## src/rtl/vram_pkg.sv

```systemverilog
// Shared VRAM types and constants for the arbiter, pixel fetch unit and bus bridge.
package vram_pkg;

   typedef enum logic [1:0] {
      OWN_NONE = 2'd0,
      OWN_DISP = 2'd1,
      OWN_CPU  = 2'd2
   } owner_t;

   localparam int VRAM_RD_LAT = 1;
   localparam int VRAM_ADDR_W = 15;
   localparam int VRAM_DATA_W = 14;

endpackage

```

## src/rtl/vram_rd_pipe.sv

```systemverilog
// Owner-tag shift pipe tracking in-flight reads, plus per-port read-return registers.
module vram_rd_pipe
   import vram_pkg::*;
#(
   parameter int DATA_W = VRAM_DATA_W
) (
   input  logic              clk,
   input  logic              reset,
   input  owner_t            owner_in,
   input  logic [DATA_W-1:0] mem_rdata,
   output logic              disp_rvalid,
   output logic [DATA_W-1:0] disp_rdata,
   output logic              cpu_rvalid,
   output logic [DATA_W-1:0] cpu_rdata
);

   // One stage for the command register plus the RAM read latency.
   localparam int PIPE_D = VRAM_RD_LAT + 1;

   owner_t tag_q [PIPE_D];

   always_ff @(posedge clk or posedge reset) begin
      if (reset) begin
         for (int i = 0; i < PIPE_D; i++) tag_q[i] <= OWN_NONE;
         disp_rvalid <= 1'b0;
         disp_rdata  <= '0;
         cpu_rvalid  <= 1'b0;
         cpu_rdata   <= '0;
      end else begin
         tag_q[0] <= owner_in;
         for (int i = 1; i < PIPE_D; i++) tag_q[i] <= tag_q[i-1];
         // Last tag lines up with mem_rdata; rdata holds between returns.
         disp_rvalid <= (tag_q[PIPE_D-1] == OWN_DISP);
         cpu_rvalid  <= (tag_q[PIPE_D-1] == OWN_CPU);
         if (tag_q[PIPE_D-1] == OWN_DISP) disp_rdata <= mem_rdata;
         if (tag_q[PIPE_D-1] == OWN_CPU)  cpu_rdata  <= mem_rdata;
      end
   end

endmodule

```

## src/rtl/vram_arbiter.sv

```systemverilog
// Display-priority arbiter for the single-port framebuffer RAM with a CPU starvation bound.
module vram_arbiter
   import vram_pkg::*;
#(
   parameter int ADDR_W       = VRAM_ADDR_W,
   parameter int DATA_W       = VRAM_DATA_W,
   parameter int STARVE_LIMIT = 4
) (
   input  logic              clk,
   input  logic              reset,
   input  logic              disp_req,
   input  logic [ADDR_W-1:0] disp_addr,
   output logic              disp_ack,
   output logic              disp_rvalid,
   output logic [DATA_W-1:0] disp_rdata,
   input  logic              cpu_req,
   input  logic              cpu_we,
   input  logic [ADDR_W-1:0] cpu_addr,
   input  logic [DATA_W-1:0] cpu_wdata,
   output logic              cpu_ack,
   output logic              cpu_rvalid,
   output logic [DATA_W-1:0] cpu_rdata,
   output logic              mem_en,
   output logic              mem_we,
   output logic [ADDR_W-1:0] mem_addr,
   output logic [DATA_W-1:0] mem_wdata,
   input  logic [DATA_W-1:0] mem_rdata
);

   localparam int CNT_W = $clog2(STARVE_LIMIT + 1);

   logic [CNT_W-1:0] wait_cnt;
   logic             starved;
   owner_t           owner_in;

   assign starved = (wait_cnt >= CNT_W'(STARVE_LIMIT));

   // Handshake: a request is taken in the cycle its ack is high; the
   // requester holds req and payload stable until then. Acks are mutually exclusive.
   always_comb begin
      disp_ack = 1'b0;
      cpu_ack  = 1'b0;
      if (!reset) begin
         if (cpu_req && (!disp_req || starved)) cpu_ack  = 1'b1;
         else if (disp_req)                     disp_ack = 1'b1;
      end
   end

   always_comb begin
      owner_in = OWN_NONE;
      if (disp_ack)                owner_in = OWN_DISP;
      else if (cpu_ack && !cpu_we) owner_in = OWN_CPU;
   end

   always_ff @(posedge clk or posedge reset) begin
      if (reset) begin
         wait_cnt <= '0;
      end else if (!cpu_req || cpu_ack) begin
         wait_cnt <= '0;
      end else if (!starved) begin
         wait_cnt <= wait_cnt + CNT_W'(1);
      end
   end

   // Address and write data hold across idle cycles; only we is forced low.
   always_ff @(posedge clk or posedge reset) begin
      if (reset) begin
         mem_en    <= 1'b0;
         mem_we    <= 1'b0;
         mem_addr  <= '0;
         mem_wdata <= '0;
      end else begin
         mem_en <= disp_ack | cpu_ack;
         mem_we <= 1'b0;
         if (disp_ack) begin
            mem_addr  <= disp_addr;
            mem_wdata <= '0;
         end else if (cpu_ack) begin
            mem_we    <= cpu_we;
            mem_addr  <= cpu_addr;
            mem_wdata <= cpu_we ? cpu_wdata : '0;
         end
      end
   end

   vram_rd_pipe #(
      .DATA_W (DATA_W)
   ) u_rd_pipe (
      .clk         (clk),
      .reset       (reset),
      .owner_in    (owner_in),
      .mem_rdata   (mem_rdata),
      .disp_rvalid (disp_rvalid),
      .disp_rdata  (disp_rdata),
      .cpu_rvalid  (cpu_rvalid),
      .cpu_rdata   (cpu_rdata)
   );

endmodule
```

## config.mk

```make
export PLATFORM = sky130hd
export DESIGN_NAME = vram_arbiter
export DESIGN_NICKNAME = d
export VERILOG_FILES = /design/src/rtl/vram_pkg.sv /design/src/rtl/vram_rd_pipe.sv /design/src/rtl/vram_arbiter.sv
export SDC_FILE = /design/constraint.sdc
export NUM_CORES = 1
export LEC_CHECK = 0
export CAP_MARGIN = 25
export CORE_MARGIN = 4
export CORE_UTILIZATION = 37
export CTS_CLUSTER_DIAMETER = 40
export DETAILED_ROUTE_END_ITERATION = 7
export PLACE_DENSITY_LB_ADDON = 0.2
export SLEW_MARGIN = 25
export SYNTH_ARGS = -nofsm -noshare
export SYNTH_HDL_FRONTEND = slang
export SYNTH_SLANG_ARGS = --single-unit
```

## constraint.sdc

```tcl
create_clock -name clk -period 2.2 [get_ports clk]
set_input_delay 0.44 -clock clk [delete_from_list [all_inputs] [get_ports clk]]
set_output_delay 0.44 -clock clk [all_outputs]
set_load 0.05 [all_outputs]
```

# After elaboration in Yosys (flattened, before gate mapping)
# Index checks and enable logic that the tools add are counted.
# totals
inputBits	63
reg_bits	68
output_inout_bits	63
# classes
n_addsub	1
order_cmp	1
reduce_logical	8
n_eq_ne	3
n_mux	16
bitwise	1
# op_table
op	n
two-way mux 14 bit	3
two-way mux 15 bit	2
two-way mux 1 bit	7
two-way mux 3 bit	2
two-way mux 2 bit	2
adder 3 x 1 -> 3 bit, second input constant	1
>= comparator 3 bit, second input constant	1
zero test 1 bit	3
equality test 2 x 1 -> 1 bit, second input constant	1
equality test 2 bit, second input constant	1
logical AND 1 bit	2
logical OR 1 bit	2
!= test 2 x 1 -> 1 bit, second input constant	1
nonzero test 2 bit	1
bitwise OR 1 bit	1

# Longest topological paths before layout
# depth
ltp_word	8
ltp_mapped	6
depth_no_buf	5

# Hierarchy
# From an unflattened synthesis, not the netlist that was laid out.
# unflattened
cells_unflattened	216
area_unflattened_um2	2924.1
# modules_own_cells
module	area_per_inst_um2	n_inst	cells_per_inst
vram_arbiter	1604.0	1	145
vram_rd_pipe	1320.0	1	71

# Worst setup path before layout
# Ideal clock, no wire load.
# synth_timing
path_type	input -> register
from	in reset
to	reg mem_addr[0]
setup_time_ns	0.141
path_buffers	1
t_arrival_ns	2.862
path_slack_ns	-0.803
stages	5
path_cell_list	inv_1 -> o21ai_1 -> inv_1 -> clkbuf_1 -> a31oi_1
# synth_via
elab_chain_len	2
elab_cells_between_ends	4
classes_between	3 x mux; 1 x reduce/logical
# synth_rtl
item	line_no	source
start: declaration	vram_arbiter.sv:10	input logic reset,
two-way mux 1 bit	vram_arbiter.sv:43	if (!reset) begin
two-way mux 15 bit / nonzero test 2 bit (equally long branches)	-	
end signal: assignment	vram_arbiter.sv:76	mem_addr <= disp_addr;
end signal: assignment	vram_arbiter.sv:80	mem_addr <= cpu_addr;
end: declaration	vram_arbiter.sv:25	output logic [ADDR_W-1:0] mem_addr,
# Parallel ways exist; a longest one is shown, timed or not.
# A chain may end at the register's enable or synchronous reset.

# Worst setup path in the final report
# layout_timing
from	in reset
to	out disp_ack
# layout_via
elab_chain_len	1
# layout_rtl
item	line_no	source
two-way mux 1 bit	vram_arbiter.sv:43	
end: declaration	vram_arbiter.sv:13	output logic disp_ack,
# No other way between the ends.

==> impl_metrics.csv <==
group,metric,value,unit
outcome,status,"finished, final reports clean",
clocking,cts_sinks,68,
sta,hold_viol_final,0,
sta,worst_pin_slew,0.558,ns
synthesis,syn_inst,212,
drt,wl_met3,402,um
power,power_frac_clock,25.9,%
setup_path,crit_type,"in -> out",
power,p_total,0.00381,W
synthesis,ys_seq_elements,68,
clocking,worst_skew_pair.late_latency,0.32,ns
setup_path,crit_chain,"clkdlybuf4s50_1 -> nand2b_1 -> nor2_1 -> buf_12",
synthesis,synthMuxAreaShare,11.9,%
sta,period_needed,2.09,ns
clocking,postCtsSetupBuffers,0,
clocking,path_clk_slew,0.07,ns
global_routing,antenna_found_initial,0,
final_layout,n_antenna_cell,0,
synthesis,syn-mean-instance-area,12.9,um^2
drt,wl,6370,um
setup_path,end_kind,"output port",
drt,drc,0,
sta,setup-violations-final,0,
sta,rsz0062_at_grt,"no",
drt,top_layer_used,"met4",
power,p_leak,1.82,nW
final_layout,area_growth,58.4,%
clocking,cts-root-buf,"clkbuf_8",
drt,wl_met1,2680,um
clocking,cts_tree,"done",
clocking,cts_hold_buf,0,
drt,dr_wl_met2,3150,um
run,cap_violations,0,
synthesis,synth_area,2740,um^2
drt,wl_per_cell,14.3,um
clocking,cts_resized,0,
sta,slew_violations,0,
sta,fin_skew,0.00662,ns
drt,vias,2055,
floorplan,die-height,94.1,um
setup_path,crit_required,1.76,ns
placement,globalplace.congestion,0.731,
synthesis,yosys_warnings,0,
setup_path,reg2reg_depth,4,
power,power.share.switching,35.0,%
placement,port_buffers,125,
global_routing,track_usage,14.7,%
global_routing,grt_overflow_total,0,
placement,pre_cts_ws,0.0857,ns
power,switchingPower,0.00133,W
synthesis,yosys.area_share.adder,0.913,%
synthesis,synth_fp_nets,277,
global_routing,grt_pass1_vias,2067,
power,internal-power,0.00248,W
power,comb_power_share,34.7,%
final_layout,final_nets,408,
floorplan,core_area,7210,um^2
final_layout,layoutNonFillerInstCount,446,
setup_path,r2r_start,"wait_cnt[2]$_DFFE_PP0P_",
clocking,cts_max_path_buffers,2,
synthesis,yosys.area_share.simple,9.09,%
clocking,htree_num_levels,3,
drt,first_pass_iters,4,
hold_path,hold_class,"reg -> reg",
final_layout,mostFrequentLayoutCells,"clkdlybuf4s50_1, dfrtp_1, mux2_2, nor2_1, o21ai_0",
drt,vias_per_cell,4.61,
power,power_frac_seq,39.4,%
placement,dpl_cell_area,4150,um^2
synthesis,synthXorXnorAreaFrac,0,%
final_layout,final_area,4340,um^2
final_layout,final.fill_count,625,
floorplan,fp.dieW,94.1,um
placement,dp_hpwl,4740,um
setup_path,crit_family,"buffers and inverters",
clocking,numCtsBuffers,9,
sta,period_share,95.0,%
sta,maxSlewHeadroom,62.8,%
hold_path,holdPathStages,0,
floorplan,rows,31,
power,power_density,877,nW/um^2
sta,max_clock_freq,479,MHz
global_routing,grt_pass1_wl,10100,um
setup_path,reg2reg_slack,0.70,ns
power,ir_drop,0.000313,V
sta,timing.final.ws_setup,0.111,ns
setup_path,crit_path_top_delay_cell,"clkdlybuf4s50_1",
final_layout,multi_input_area,947,um^2
synthesis,yosysSeqAreaShare,62.1,%
floorplan,io_pins,126,
setup_path,r2r_end,"mem_addr[6]$_DFFE_PP0P_",
floorplan,initial_utilization,38.0,%
setup_path,cp_max_fo,6,
final_layout,layout_commonest_cell,"clkdlybuf4s50_1",
global_routing,grt_max_degree,47,
synthesis,synth_compound_area_share,12.5,%
drt,drt_iter0_markers,47,
setup_path,crit_path_start_kind,"input port",
floorplan,dieArea,8850,um^2
synthesis,synth_cell_types,24,
final_layout,drive_gt1_share,17.6,%
drt,ant_nets,0,
setup_path,arrival,1.65,ns
synthesis,synth_top_family_by_area,"compound AO/OA/AOI/OAI gates",
placement,dp.cells,431,
hold_path,hold_start,"u_rd_pipe.tag_q[2]$_DFF_PP0_",
setup_path,cpPeakStageDelay,0.53,ns
hold_path,hold_path_end,"u_rd_pipe.tag_q[0]$_DFF_PP0_",
final_layout,seqCellArea,1700,um^2
setup_path,critPathBufInv,2,
## layer usage
metal / track usage, % / up-vias
met3: 2.96 / 11
met4: 6.86 / 0
met5: 0 / -
li1: - / 1019
met1: 18.5 / 962
met2: 24.3 / 63
## kinds of logic after synthesis
logic type | count (synthesis)
DFF | 68
buffers and inverters | 22
muxes | 29
adders and majority gates | 2
and+or+nand+nor | 40
AOI/OAI and AO/OA | 51
## synthesized netlist by cell type, drive strengths merged
cell    number  area share, %
dfrtp       68             62
mux2        29             12
nor2        17            2.3
o21ai       17            3.1
a31oi       15            3.4
or3b        15            4.8
a22o        14            4.5
buf         11            2.0
inv          7           0.96
clkbuf       4           0.55
and2         2           0.55
ha           2           0.91
nand2b       2           0.46
nor2b        2           0.46
a21boi       1           0.27
a21oi        1           0.18
a32oi        1           0.32
and3b        1           0.32
nand3        1           0.18
o2111a       1           0.41
o211ai       1           0.27
## flip-flops by register name (all words and copies together) (netlist names)
| name | cells |
|---|---|
| mem_addr | 15 |
| u_rd_pipe.disp_rvalid | 1 |
| mem_wdata | 14 |
| mem_we | 1 |
| mem_en | 1 |
| u_rd_pipe.disp_rdata | 14 |
| u_rd_pipe.cpu_rvalid | 1 |
| u_rd_pipe.cpu_rdata | 14 |
| wait_cnt | 3 |
| u_rd_pipe.tag_q | 4 |
## metrics by stage
step / hold slack (ns) / TNS [ns] / utilization (%)
finish: 0.348 / 0 / 60.1
global route: 0.365 / 0 / 60.1
CTS: 0.351 / 0 / 60.1
detailed placement: 0.336 / 0 / 57.5
global placement: 0.337 / 0 / 57.5
floorplan: 0.331 / -1.68 / -
## power groups by stage
stage          registers [W]  clock network (W)  logic (W)
2_1_floorplan        0.00210                  0   0.000239
3_3_place_gp         0.00152                  0    0.00132
3_5_place_dp         0.00153                  0    0.00133
4_1_cts              0.00150            0.00101    0.00133
5_1_grt              0.00153            0.00106    0.00138
6_report             0.00150           0.000986    0.00132
## final cells by class
| class | instances | share of cell area, % |
|---|---|---|
| flip-flops and latches | 68 | 39.2 |
| repair buffers | 135 | 31.0 |
| multi-input cells | 122 | 21.8 |
| clock buffers | 10 | 3.17 |
| well taps | 99 | 2.85 |
| clock inverters | 5 | 1.21 |
| inverters | 7 | 0.692 |
## how the worst max path moves through the flow
| stage | from | to | cells past startpoint |
|---|---|---|---|
| 3_3_place_gp | reset | disp_ack | 4 |
| 4_1_cts | reset | disp_ack | 4 |
| 5_1_grt | reset | disp_ack | 4 |
| 3_5_place_dp | reset | mem_addr[14]$_DFFE_PP0P_ | 5 |
| 6_report | reset | disp_ack | 4 |
| 2_1_floorplan | reset | mem_addr[0]$_DFFE_PP0P_ | 6 |
No activity file was read; power rests on OpenSTA's default activity.
